`src/rtl/shifter_pkg.sv`:
```
// Shared mode encodings and helpers for the pipelined barrel shifter.
// Imported by every stage and by the top.
package shifter_pkg;

  localparam int MODE_W = 3;

  localparam logic [MODE_W-1:0] MODE_LSL = 3'b000;
  localparam logic [MODE_W-1:0] MODE_LSR = 3'b001;
  localparam logic [MODE_W-1:0] MODE_ASR = 3'b010;
  localparam logic [MODE_W-1:0] MODE_ROL = 3'b011;
  localparam logic [MODE_W-1:0] MODE_ROR = 3'b100;

  function automatic logic is_right(input logic [MODE_W-1:0] mode);
    return (mode == MODE_LSR) || (mode == MODE_ASR) ||
           (mode == MODE_ROR);
  endfunction

endpackage

```
`src/rtl/shift_stage.sv`:
```
// One 2^K step of the barrel shifter: shift, guard/sticky update,
// stage register and valid/ready handshake.
module shift_stage
  import shifter_pkg::*;
#(
  parameter int WIDTH = 8,
  parameter int SHW   = 3,
  parameter int K     = 0
) (
  input  logic              clk,
  input  logic              rst_n,
  input  logic              in_valid,
  output logic              in_ready,
  input  logic [WIDTH-1:0]  in_data,
  input  logic [SHW-1:0]    in_shift,
  input  logic [MODE_W-1:0] in_mode,
  input  logic              in_guard,
  input  logic              in_sticky,
  output logic              out_valid,
  input  logic              out_ready,
  output logic [WIDTH-1:0]  out_data,
  output logic [SHW-1:0]    out_shift,
  output logic [MODE_W-1:0] out_mode,
  output logic              out_guard,
  output logic              out_sticky
);

  localparam int S = 1 << K;
  localparam logic [WIDTH-1:0] LOW_MASK =
    WIDTH'((64'd1 << (S - 1)) - 64'd1);

  logic              valid_q, valid_d;
  logic [WIDTH-1:0]  data_q, data_d;
  logic [SHW-1:0]    shift_q, shift_d;
  logic [MODE_W-1:0] mode_q, mode_d;
  logic              guard_q, guard_d;
  logic              sticky_q, sticky_d;
  logic [WIDTH-1:0]  shifted;
  logic              gs_en;
  logic              load;

  assign in_ready = !valid_q || out_ready;
  assign load     = in_ready && in_valid;

  always_comb begin
    valid_d = in_ready ? in_valid : valid_q;
  end

  always_comb begin
    shifted = in_data;
    unique case (1'b1)
      in_mode == MODE_LSL: shifted = in_data << S;
      in_mode == MODE_LSR: shifted = in_data >> S;
      in_mode == MODE_ASR:
        shifted = $unsigned($signed(in_data) >>> S);
      in_mode == MODE_ROL:
        shifted = (in_data << S) | (in_data >> (WIDTH - S));
      in_mode == MODE_ROR:
        shifted = (in_data >> S) | (in_data << (WIDTH - S));
      default: shifted = in_data;
    endcase
  end

  // guard/sticky only carry meaning for bits lost off the LSB end
  assign gs_en = is_right(in_mode) && (in_mode != MODE_ROR);

  always_comb begin
    data_d   = in_shift[K] ? shifted : in_data;
    shift_d  = in_shift;
    mode_d   = in_mode;
    guard_d  = 1'b0;
    sticky_d = 1'b0;
    if (gs_en) begin
      if (in_shift[K]) begin
        guard_d  = in_data[S-1];
        sticky_d = in_sticky || in_guard ||
                   (|(in_data & LOW_MASK));
      end else begin
        guard_d  = in_guard;
        sticky_d = in_sticky;
      end
    end
  end

  always_ff @(posedge clk or negedge rst_n) begin
    if (!rst_n) begin
      valid_q <= 1'b0;
    end else begin
      valid_q <= valid_d;
    end
  end

  if (K == SHW - 1) begin : g_out_reg
    always_ff @(posedge clk or negedge rst_n) begin
      if (!rst_n) begin
        data_q   <= '0;
        shift_q  <= '0;
        mode_q   <= '0;
        guard_q  <= 1'b0;
        sticky_q <= 1'b0;
      end else if (load) begin
        data_q   <= data_d;
        shift_q  <= shift_d;
        mode_q   <= mode_d;
        guard_q  <= guard_d;
        sticky_q <= sticky_d;
      end
    end
  end else begin : g_mid_reg
    always_ff @(posedge clk) begin
      if (load) begin
        data_q   <= data_d;
        shift_q  <= shift_d;
        mode_q   <= mode_d;
        guard_q  <= guard_d;
        sticky_q <= sticky_d;
      end
    end
  end

  assign out_valid  = valid_q;
  assign out_data   = data_q;
  assign out_shift  = shift_q;
  assign out_mode   = mode_q;
  assign out_guard  = guard_q;
  assign out_sticky = sticky_q;

endmodule

```
`src/rtl/pipelined_barrel_shifter.sv`:
```
// Pipelined barrel shifter: SHW chained shift_stage instances
// with a valid/ready stream on both ends.
module pipelined_barrel_shifter
  import shifter_pkg::*;
#(
  parameter  int WIDTH = 8,
  localparam int SHW   = $clog2(WIDTH)
) (
  input  logic              clk,
  input  logic              rst_n,
  input  logic              in_valid,
  output logic              in_ready,
  input  logic [WIDTH-1:0]  in_data,
  input  logic [SHW-1:0]    in_shift,
  input  logic [MODE_W-1:0] in_mode,
  output logic              out_valid,
  input  logic              out_ready,
  output logic [WIDTH-1:0]  out_data,
  output logic              out_guard,
  output logic              out_sticky
);

  logic              valid_w  [SHW+1];
  logic [WIDTH-1:0]  data_w   [SHW+1];
  logic [SHW-1:0]    shift_w  [SHW+1];
  logic [MODE_W-1:0] mode_w   [SHW+1];
  logic              guard_w  [SHW+1];
  logic              sticky_w [SHW+1];
  logic [SHW-1:0]    nxt_rdy;
  logic [SHW-1:0]    rdy_w;
  logic              unused_ctrl;

  assign valid_w[0]  = in_valid;
  assign data_w[0]   = in_data;
  assign shift_w[0]  = in_shift;
  assign mode_w[0]   = in_mode;
  assign guard_w[0]  = 1'b0;
  assign sticky_w[0] = 1'b0;

  // ready chain built from registered valids, so no comb loop
  always_comb begin
    logic acc;
    nxt_rdy = '0;
    acc     = out_ready;
    for (int i = SHW - 1; i >= 0; i--) begin
      nxt_rdy[i] = acc;
      acc        = acc || !valid_w[i+1];
    end
  end

  for (genvar i = 0; i < SHW; i++) begin : g_stage
    shift_stage #(
      .WIDTH (WIDTH),
      .SHW   (SHW),
      .K     (i)
    ) u_stage (
      .clk        (clk),
      .rst_n      (rst_n),
      .in_valid   (valid_w[i]),
      .in_ready   (rdy_w[i]),
      .in_data    (data_w[i]),
      .in_shift   (shift_w[i]),
      .in_mode    (mode_w[i]),
      .in_guard   (guard_w[i]),
      .in_sticky  (sticky_w[i]),
      .out_valid  (valid_w[i+1]),
      .out_ready  (nxt_rdy[i]),
      .out_data   (data_w[i+1]),
      .out_shift  (shift_w[i+1]),
      .out_mode   (mode_w[i+1]),
      .out_guard  (guard_w[i+1]),
      .out_sticky (sticky_w[i+1])
    );
  end

  assign in_ready   = rdy_w[0];
  assign out_valid  = valid_w[SHW];
  assign out_data   = data_w[SHW];
  assign out_guard  = guard_w[SHW];
  assign out_sticky = sticky_w[SHW];

  assign unused_ctrl = ^{rdy_w[SHW-1:1], shift_w[SHW], mode_w[SHW]};

endmodule
```
`config.mk`:
```
export PLATFORM = sky130hd
export DESIGN_NAME = pipelined_barrel_shifter
export DESIGN_NICKNAME = d
export VERILOG_FILES = /design/src/rtl/shifter_pkg.sv /design/src/rtl/shift_stage.sv /design/src/rtl/pipelined_barrel_shifter.sv
export SDC_FILE = /design/constraint.sdc
export NUM_CORES = 1
export LEC_CHECK = 0
export CAP_MARGIN = 10
export CORE_ASPECT_RATIO = 0.8
export CORE_UTILIZATION = 45
export CTS_CLUSTER_SIZE = 30
export DETAILED_ROUTE_END_ITERATION = 10
export DONT_BUFFER_PORTS = 1
export MAX_ROUTING_LAYER = met4
export PLACE_DENSITY = 0.61
export SETUP_SLACK_MARGIN = 0.4
export SKIP_LAST_GASP = 1
export SYNTH_ARGS = -nofsm -noshare
export SYNTH_HDL_FRONTEND = slang
export SYNTH_SLANG_ARGS = --single-unit
export TNS_END_PERCENT = 20
```
`constraint.sdc`:
```
create_clock -name clk -period 4.31 [get_ports clk]
set_clock_uncertainty 0.05 [all_clocks]
set_input_delay 0.431 -clock clk [delete_from_list [all_inputs] [get_ports clk]]
set_output_delay 0.431 -clock clk [all_outputs]
set_load 0.1 [all_outputs]
```
Word level (Yosys, flattened, before mapping). Cells that the tools add are included.

Output and inout bits: 12. Register bits: 44. Word-level logic and storage cells: 74.

Muxes and demuxes: 11. Eq/ne operators: 15. Bitwise logic cells: 5. Reductions and logical operators: 28.

Operators with widths (count): 8-bit case mux with 5 select lines (2); 8-bit case mux with 4 select lines (1); 8-bit 2-to-1 mux (3); 3-bit by 2-bit equality test with 1-bit output, second input constant (6); 1-bit logical OR (12); 3-bit by 1-bit equality test with 1-bit output, second input constant (3); 3-bit equality test, second input constant (3); 3-bit zero test (3); 3-bit inequality test, second input constant (3); 6-bit by 8-bit OR with 8-bit output (1); 7-bit by 8-bit OR with 8-bit output (1); 8-bit by 1-bit OR with 8-bit output (1); 8-bit by 2-bit OR with 8-bit output (1); 8-bit by 4-bit OR with 8-bit output (1); 1-bit logical AND (6); 1-bit 2-to-1 mux (5); 2-bit AND reduction (2); 1-bit zero test (3); 3-bit OR reduction (1); 2-bit OR reduction (1).

Longest topological paths before layout. Gate-level depths: netlist of the first run.

Word-level depth: 5. Mapped depth: 6. Mapped depth without buffers: 4.

Hierarchy. Synthesis of the first run repeated with hierarchy kept, for this count alone.

Cell total of the unflattened synthesis: 234. Area total of the unflattened synthesis: 2763.9 µm².

Modules (own cells, without submodules): shift_stage (g_stage[0].u_stage) (area each 967.2 µm², instances 1, cells each 81); shift_stage (g_stage[1].u_stage) (area each 919.6 µm², instances 1, cells each 71); shift_stage (g_stage[2].u_stage) (area each 859.6 µm², instances 1, cells each 79); pipelined_barrel_shifter (area each 17.5 µm², instances 1, cells each 3).

Worst setup path before layout of the first run. Ideal clock, no wire load.

Path kind: register to register. Start: reg g_stage[2].u_stage.valid_q. End: reg g_stage[0].u_stage.data_q[0], enable pin. Cell stages (with the launch flop): 4. Arrival: 2.596 ns. Buffers on the path: 0. Library setup time: 0.311 ns. Required time: 3.949 ns. Path slack: 1.353 ns. Path through: dfrtp_1 nor2b_1 nand3_1 and2_1.

Longest elaborated chain between the ends: 5.

Ends and longest elaborated chain: from (decl) (RTL line shift_stage.sv:32) `logic valid_q, valid_d;`; from (signal assigned) (RTL line shift_stage.sv:89) `valid_q <= valid_d;`; 1-bit zero test (RTL line pipelined_barrel_shifter.sv:47) `acc = acc || !valid_w[i+1];`; 1-bit logical OR (2 in series) (RTL line pipelined_barrel_shifter.sv:47); 1-bit logical OR (RTL line shift_stage.sv:42) `assign in_ready = !valid_q || out_ready;`; via in_ready (RTL line pipelined_barrel_shifter.sv:12) `output logic in_ready,`; 1-bit logical AND (RTL line shift_stage.sv:43) `assign load = in_ready && in_valid;`; via g_stage[0].u_stage.load (RTL line shift_stage.sv:40) `logic load;`; to (signal assigned) (RTL line shift_stage.sv:112) `data_q <= data_d;`; to (decl) (RTL line shift_stage.sv:33) `logic [WIDTH-1:0] data_q, data_d;`.

The timed path passes the listed nets, and every way through them passes these cells. A chain may end at the register's enable or synchronous reset.

Final worst setup path of the first run.
Start: reg g_stage[2].u_stage.valid_q. End: reg g_stage[0].u_stage.guard_q, enable pin.

Longest elaborated chain between the ends: 5.

Ends and longest elaborated chain: 1-bit zero test (RTL line pipelined_barrel_shifter.sv:47); 1-bit logical OR (2 in series) (RTL line pipelined_barrel_shifter.sv:47); 1-bit logical OR (RTL line shift_stage.sv:42); 1-bit logical AND (RTL line shift_stage.sv:43); via g_stage[0].u_stage.load (RTL line shift_stage.sv:40); to (signal assigned) (RTL line shift_stage.sv:115) `guard_q <= guard_d;`; to (decl) (RTL line shift_stage.sv:36) `logic guard_q, guard_d;`.

The timed path passes the listed nets, and every way through them passes these cells.

==> qor.csv, run 1 <==
stage,metric,value,unit
global_route,gr-usage-met2,30.4,%
yosys,syn-instance-count,216,
power_and_ir_drop,powerDensity,471,nW/um^2
cts,clock-sinks,41,
floorplan,die_w,81.2,um
yosys,async_flop_share,31.7,%
cts,clk_latency,0.28,ns
setup_path,ff2ff_setup_slack,1.93,ns
yosys,ys_types,40,
floorplan,die_area,5300,sq um
global_route,grt_max_degree,21,
final_layout,final_common_cell,nand2_1,
global_route,track_usage,17.6,%
run_status,status,finished clean,
yosys,synth_flop_cell,edfxtp_1,
cts,clock_path_buffers,2,
timing,finalHoldViolCount,0,
yosys,ys_ff_latch,41,
setup_path,crit_fanout,14,
timing,tightest_slew,0.916,ns
floorplan,core,4710,sq um
cts,root_buffer,clkbuf_8,
setup_path,cp_slowest_cell,dfrtp_1,
global_route,use_met3,5.56,%
timing,max_slew_margin,39.0,%
place,dp_hpwl,3070,um
final_layout,layout_common_cells,"nand2_1 (31), edfxtp_1 (28), o21ai_0 (24)",
worst_hold_path,min-delay-start,in_shift[1],
cts,path_clk_slew,0.07,ns
yosys,ys_seq_area_share,51.7,%
final_layout,diodes,0,
floorplan,die_h,65.3,um
setup_path,critical_path_class,reg -> reg,
global_route,antenna_found_initial,0,
final_layout,synthToLayoutAreaGrowth,1.61,%
global_route,grt-ovfl-total,0,
cts,cts_resized,0,
global_route,grt_pass1_wl,6810,um
yosys,synth.top_cell.area_share,37.3,%
detailed_routing,routedWlPerCell,15.3,um
cts,post_cts.repair.setup_buffers,0,
setup_path,cp.arrival,2.25,ns
timing,rsz0062_at_grt,false,
flow_run,max_cap_viol_count,0,
yosys,synth.area.top_cells,"edfxtp_1 (37%), dfrtp_1 (14%), o21ai_0 (5.3%)",
floorplan,start_util,47.9,%
setup_path,cp-start-kind,flop,
final_layout,drive_above_1_share,6.44,%
yosys,synth_area,2260,sq um
timing,setup_viol,0,
setup_path,worst_path_largest_cell_delay,0.74,ns
detailed_routing,ant_nets,0,
global_route,use_met1,18.8,%
floorplan,io_pins,30,
timing,fin_crit,2.38,ns
cts,cts_made_buffers,5,
cts,cts_tree,built,
yosys,synth_top_area_cell,edfxtp_1,
power_and_ir_drop,leakage,0.830,nW
yosys,synth_area_per_cell,10.4,sq um
detailed_routing,firstDrtPassIters,4,
yosys,synth.yosys.warnings,0,
detailed_routing,vias,1509,
detailed_routing,vias_per_cell,5.76,
setup_path,crit_chain,"nor2b_1, nand3_1, buf_4, and2_1",
timing,max_freq,0.420,GHz
detailed_routing,totalWireLength,4010,um
floorplan,rows,22,
place,io_buffers,0,
final_layout,final_util,48.7,%
place,gp_congestion,0.821,
setup_path,r2r_start,g_stage[2].u_stage.out_valid$_DFFE_PN0P_,
power_and_ir_drop,ir_worst_vdd,0.359,mV
cts,h-tree-depth,2,
timing,drv_slew,0,
yosys,synth_edf_count,28,
global_route,grt_pass1_vias,1511,
final_layout,nets,219,
timing,tns,0,ns
detailed_routing,first_iter_violations,42,
setup_path,worstSetupStartpoint,g_stage[2].u_stage.out_valid$_DFFE_PN0P_,
timing,fin_crit_sh,55.3,%
setup_path,required,4.18,ns
detailed_routing,drcViolationCount,0,
global_route,top_usage_layer,met2,
worst_hold_path,hold_path_class,in -> reg,
setup_path,crit_path_end_kind,flop,
yosys,syn-num-nets,234,
## report_power, final
group | total, mW | internal [mW] | switching [mW] | leakage [nW]
clock | 0.247 | 0.130 | 0.117 | 0.0455
sequential | 0.693 | 0.477 | 0.216 | 0.431
combinational | 0.140 | 0.0621 | 0.0774 | 0.354
total | 1.08 | 0.670 | 0.410 | 0.830
## cells by family (layout without fill, tap and decap cells)
kind of cell,after synthesis,in the layout,synth area share [%]
compound gates,66,66,18.6
xor+xnor,5,5,1.94
fa+ha+maj,1,1,0.444
buf+inv,25,11,6.65
flops,41,41,51.7
mux,12,12,5.55
simple gates,66,66,15.1
## state kept, by name, summed over array words and instances (netlist names)
name                        count
g_stage.u_stage.out_sticky      2
g_stage.u_stage.out_shift       3
g_stage.u_stage.out_data       24
g_stage.u_stage.out_valid       3
g_stage.u_stage.out_guard       3
g_stage.u_stage.out_mode        6
## cell usage after synthesis (4+ instances only)
| cell | n |
|---|---|
| nand2b_1 | 11 |
| nor2b_1 | 4 |
| a21oi_1 | 7 |
| o21ai_0 | 24 |
| mux2_2 | 4 |
| o2bb2ai_1 | 4 |
| mux2i_1 | 8 |
| clkbuf_1 | 6 |
| buf_2 | 5 |
| a22oi_1 | 12 |
| xor2_1 | 4 |
| edfxtp_1 | 28 |
| o221ai_1 | 4 |
| buf_4 | 11 |
| dfrtp_1 | 13 |
| nand2_1 | 31 |
| o21ai_1 | 4 |
## per-layer routing
layer  routed length (um)  part of all wire [%]
met1                 1640                    41
met2                 2070                    52
met3                  212                   5.3
met4                   85                   2.1
met5                    0                     0
## area by class of cell
cell class                 instances  area, sq um
fill                             430         2410
sequential                        41         1170
multi-input combinational        150          940
clock buffer                       8         90.1
tap                               60         75.1
timing repair buffer               2         17.5
inverter                           1         3.75
## stage by stage
stage / instances / power, mW / hold slack, ns / setup slack (ns) / instance area, sq um
after floorplan: 216 / 0.842 / 0.0854 / 1.35 / 2260
after global placement: 253 / 0.829 / 0.0856 / 1.93 / 2190
after detailed placement: 253 / 0.839 / 0.0856 / 1.92 / 2190
after CTS: 262 / 1.09 / 0.180 / 1.91 / 2290
after global routing: 262 / 1.13 / 0.166 / 1.78 / 2290
final: 262 / 1.08 / 0.191 / 1.93 / 2290
## what timing repair did
item	4_1_cts	5_1_grt
endpoints found under the setup margin	0	0
endpoints found under the hold margin	13	0
hold buffers	1	0
## worst max-delay path: cells and delay by family (launching register included)
kind | cells | cell delay (ns)
buffers and inverters | 1 | 0.29
and+or+nand+nor | 3 | 0.93
DFF | 1 | 0.74
## final timing paths
| path | end | cells past startpoint |
|---|---|---|
| setup reg to reg | g_stage[0].u_stage.out_guard$_SDFFCE_PN0P_ | 4 |
| max in group asynchronous | g_stage[0].u_stage.out_valid$_DFFE_PN0N_ | 1 |
| hold / removal | g_stage[0].u_stage.out_shift[1]$_DFFE_PP_ | 0 |
| setup / recovery | g_stage[0].u_stage.out_guard$_SDFFCE_PN0P_ | 4 |
| min in group asynchronous | g_stage[2].u_stage.out_guard$_DFFE_PN0P_ | 1 |
| hold reg to reg | g_stage[1].u_stage.out_shift[2]$_DFFE_PP_ | 0 |
(Power assumes the default switching activity.)
==> run 2: changes to the inputs <==
--- a/config.mk
+++ b/config.mk
@@ -12,7 +12,7 @@
 export DETAILED_ROUTE_END_ITERATION = 10
 export DONT_BUFFER_PORTS = 1
 export MAX_ROUTING_LAYER = met4
-export PLACE_DENSITY = 0.61
+export PLACE_DENSITY = 0.63
 export SETUP_SLACK_MARGIN = 0.4
 export SKIP_LAST_GASP = 1
 export SYNTH_ARGS = -nofsm -noshare
==> constraint.sdc (replaced) <==
create_clock -name clk -period 2 [get_ports clk]
set_clock_uncertainty 0.05 [all_clocks]
set_input_delay 0.2 -clock clk [delete_from_list [all_inputs] [get_ports clk]]
set_output_delay 0.2 -clock clk [all_outputs]
set_load 0.1 [all_outputs]
==> qor.csv, run 2 (synthesis results as in run 1) <==
stage,metric,value,unit
floorplan,io_pins,30,
power_and_ir_drop,leakage,1.02,nW
power_and_ir_drop,ir_worst_vdd,0.674,mV
timing,tns,0,ns
detailed_routing,totalWireLength,4550,um
detailed_routing,first_iter_violations,149,
floorplan,rows,22,
cts,root_buffer,clkbuf_8,
final_layout,drive_above_1_share,24.8,%
detailed_routing,vias_per_cell,5.69,
cts,cts_tree,built,
detailed_routing,firstDrtPassIters,4,
timing,tightest_slew,0.603,ns
cts,cts_made_buffers,5,
timing,layout_setup_ws,0.410,ns
floorplan,core,4710,sq um
place,gp_congestion,0.858,
global_route,antenna_found_initial,0,
place,post-place-ws,0.252,ns
timing,drv_slew,0,
detailed_routing,ant_nets,0,
setup_path,crit_path_end_kind,flop,
final_layout,largest_reg_flops,24,
setup_path,cp-start-kind,flop,
timing,fin_crit_sh,79.5,%
timing,max_freq,0.629,GHz
global_route,grt_pass1_vias,1510,
timing,max_slew_margin,59.7,%
place,io_buffers,0,
final_layout,layout_common_cells,"nand2_1 (30), edfxtp_1 (28), buf_4 (24)",
timing,finalHoldViolCount,0,
cts,h-tree-depth,2,
global_route,grt_pass1_wl,7100,um
floorplan,die_h,65.3,um
final_layout,nets,251,
cts,clk_latency,0.29,ns
place,dp_hpwl,3140,um
timing,hold_slack,0.0405,ns
setup_path,cp.arrival,1.70,ns
timing,rsz0062_at_grt,true,
global_route,grt-ovfl-total,0,
setup_path,crit_fanout,7,
global_route,grt_max_degree,21,
run_status,status,finished clean,
timing,fin_crit,1.59,ns
detailed_routing,drcViolationCount,0,
floorplan,die_w,81.2,um
worst_hold_path,hold_path_class,in -> reg,
power_and_ir_drop,powerDensity,953,nW/um^2
cts,clock-sinks,41,
final_layout,final_common_cell,nand2_1,
setup_path,required,2.11,ns
final_layout,diodes,0,
setup_path,critical_path_class,reg -> reg,
detailed_routing,routedWlPerCell,15.5,um
flow_run,max_cap_viol_count,0,
detailed_routing,vias,1673,
global_route,track_usage,19.0,%
cts,clock_path_buffers,2,
timing,setup_viol,0,
cts,path_clk_slew,0.08,ns
final_layout,synthToLayoutAreaGrowth,17.4,%
floorplan,die_area,5300,sq um
floorplan,start_util,47.9,%
==> run 2: metrics by stage <==
step	cells	area (sq um)	utilization [%]	total power [mW]
5_1_grt	294	2650	56.3	2.65
3_5_place_dp	264	2300	48.9	1.90
6_report	294	2650	56.3	2.53
2_1_floorplan	216	2280	-	1.82
3_3_place_gp	264	2300	48.9	1.88
4_1_cts	289	2550	54.1	2.50
==> run 2: cell type report <==
cell class,instances,area [sq um]
timing repair buffer,34,284
clock buffer,7,86.3
multi-input combinational,150,1020
fill,411,2060
sequential,41,1170
clock inverter,1,6.26
inverter,1,3.75
tap,60,75.1
==> run 2: what timing repair did <==
item                       4_1_cts  5_1_grt
gates resized for setup          3       20
pin swaps                        0        6
hold endpoints to repair        19        0
setup endpoints to repair       26       16
setup buffers                   10        5
cloned                           0        0
hold buffers                     7        0
==> run 2: report_power, final <==
part	switching, mW	internal (mW)
registers	0.0817	1.04
clock network	0.280	0.281
logic	0.594	0.252
==> run 2: worst max-delay path, cell delays in order (launching register included) <==
cell and delay (ns):
edfxtp_1 0.53, or4b_4 0.58, o221ai_2 0.08, o2bb2ai_1 0.14, o21ai_1 0.07
==> run 2: path summary, 6_finish.rpt <==
kind                            depth (start not counted)                                    endpoint  slack, ns                                       from
worst max-delay path                                    4  g_stage[2].u_stage.out_data[7]$_DFFE_PN0P_       0.41   g_stage[1].u_stage.out_mode[0]$_DFFE_PP_
worst min-delay path                                    1  g_stage[0].u_stage.out_guard$_SDFFCE_PN0P_       0.04                                 in_mode[2]
worst max register to register                          4  g_stage[2].u_stage.out_data[7]$_DFFE_PN0P_       0.41   g_stage[1].u_stage.out_mode[0]$_DFFE_PP_
worst min register to register                          0   g_stage[1].u_stage.out_shift[2]$_DFFE_PP_       0.37  g_stage[0].u_stage.out_shift[2]$_DFFE_PP_
max in group asynchronous                               1    g_stage[2].u_stage.out_valid$_DFFE_PN0P_       1.16                                      rst_n
min in group asynchronous                               1    g_stage[2].u_stage.out_valid$_DFFE_PN0P_       0.30                                      rst_n
==> run 2: routing by layer <==
layer / GRT usage [%] / routed length [um] / up-vias
li1: - / - / 821
met1: 24.3 / 2160 / 806
met2: 28.2 / 2120 / 37
met3: 5.00 / 185 / 9
met4: 8.93 / 85 / 0
met5: - / 0 / -
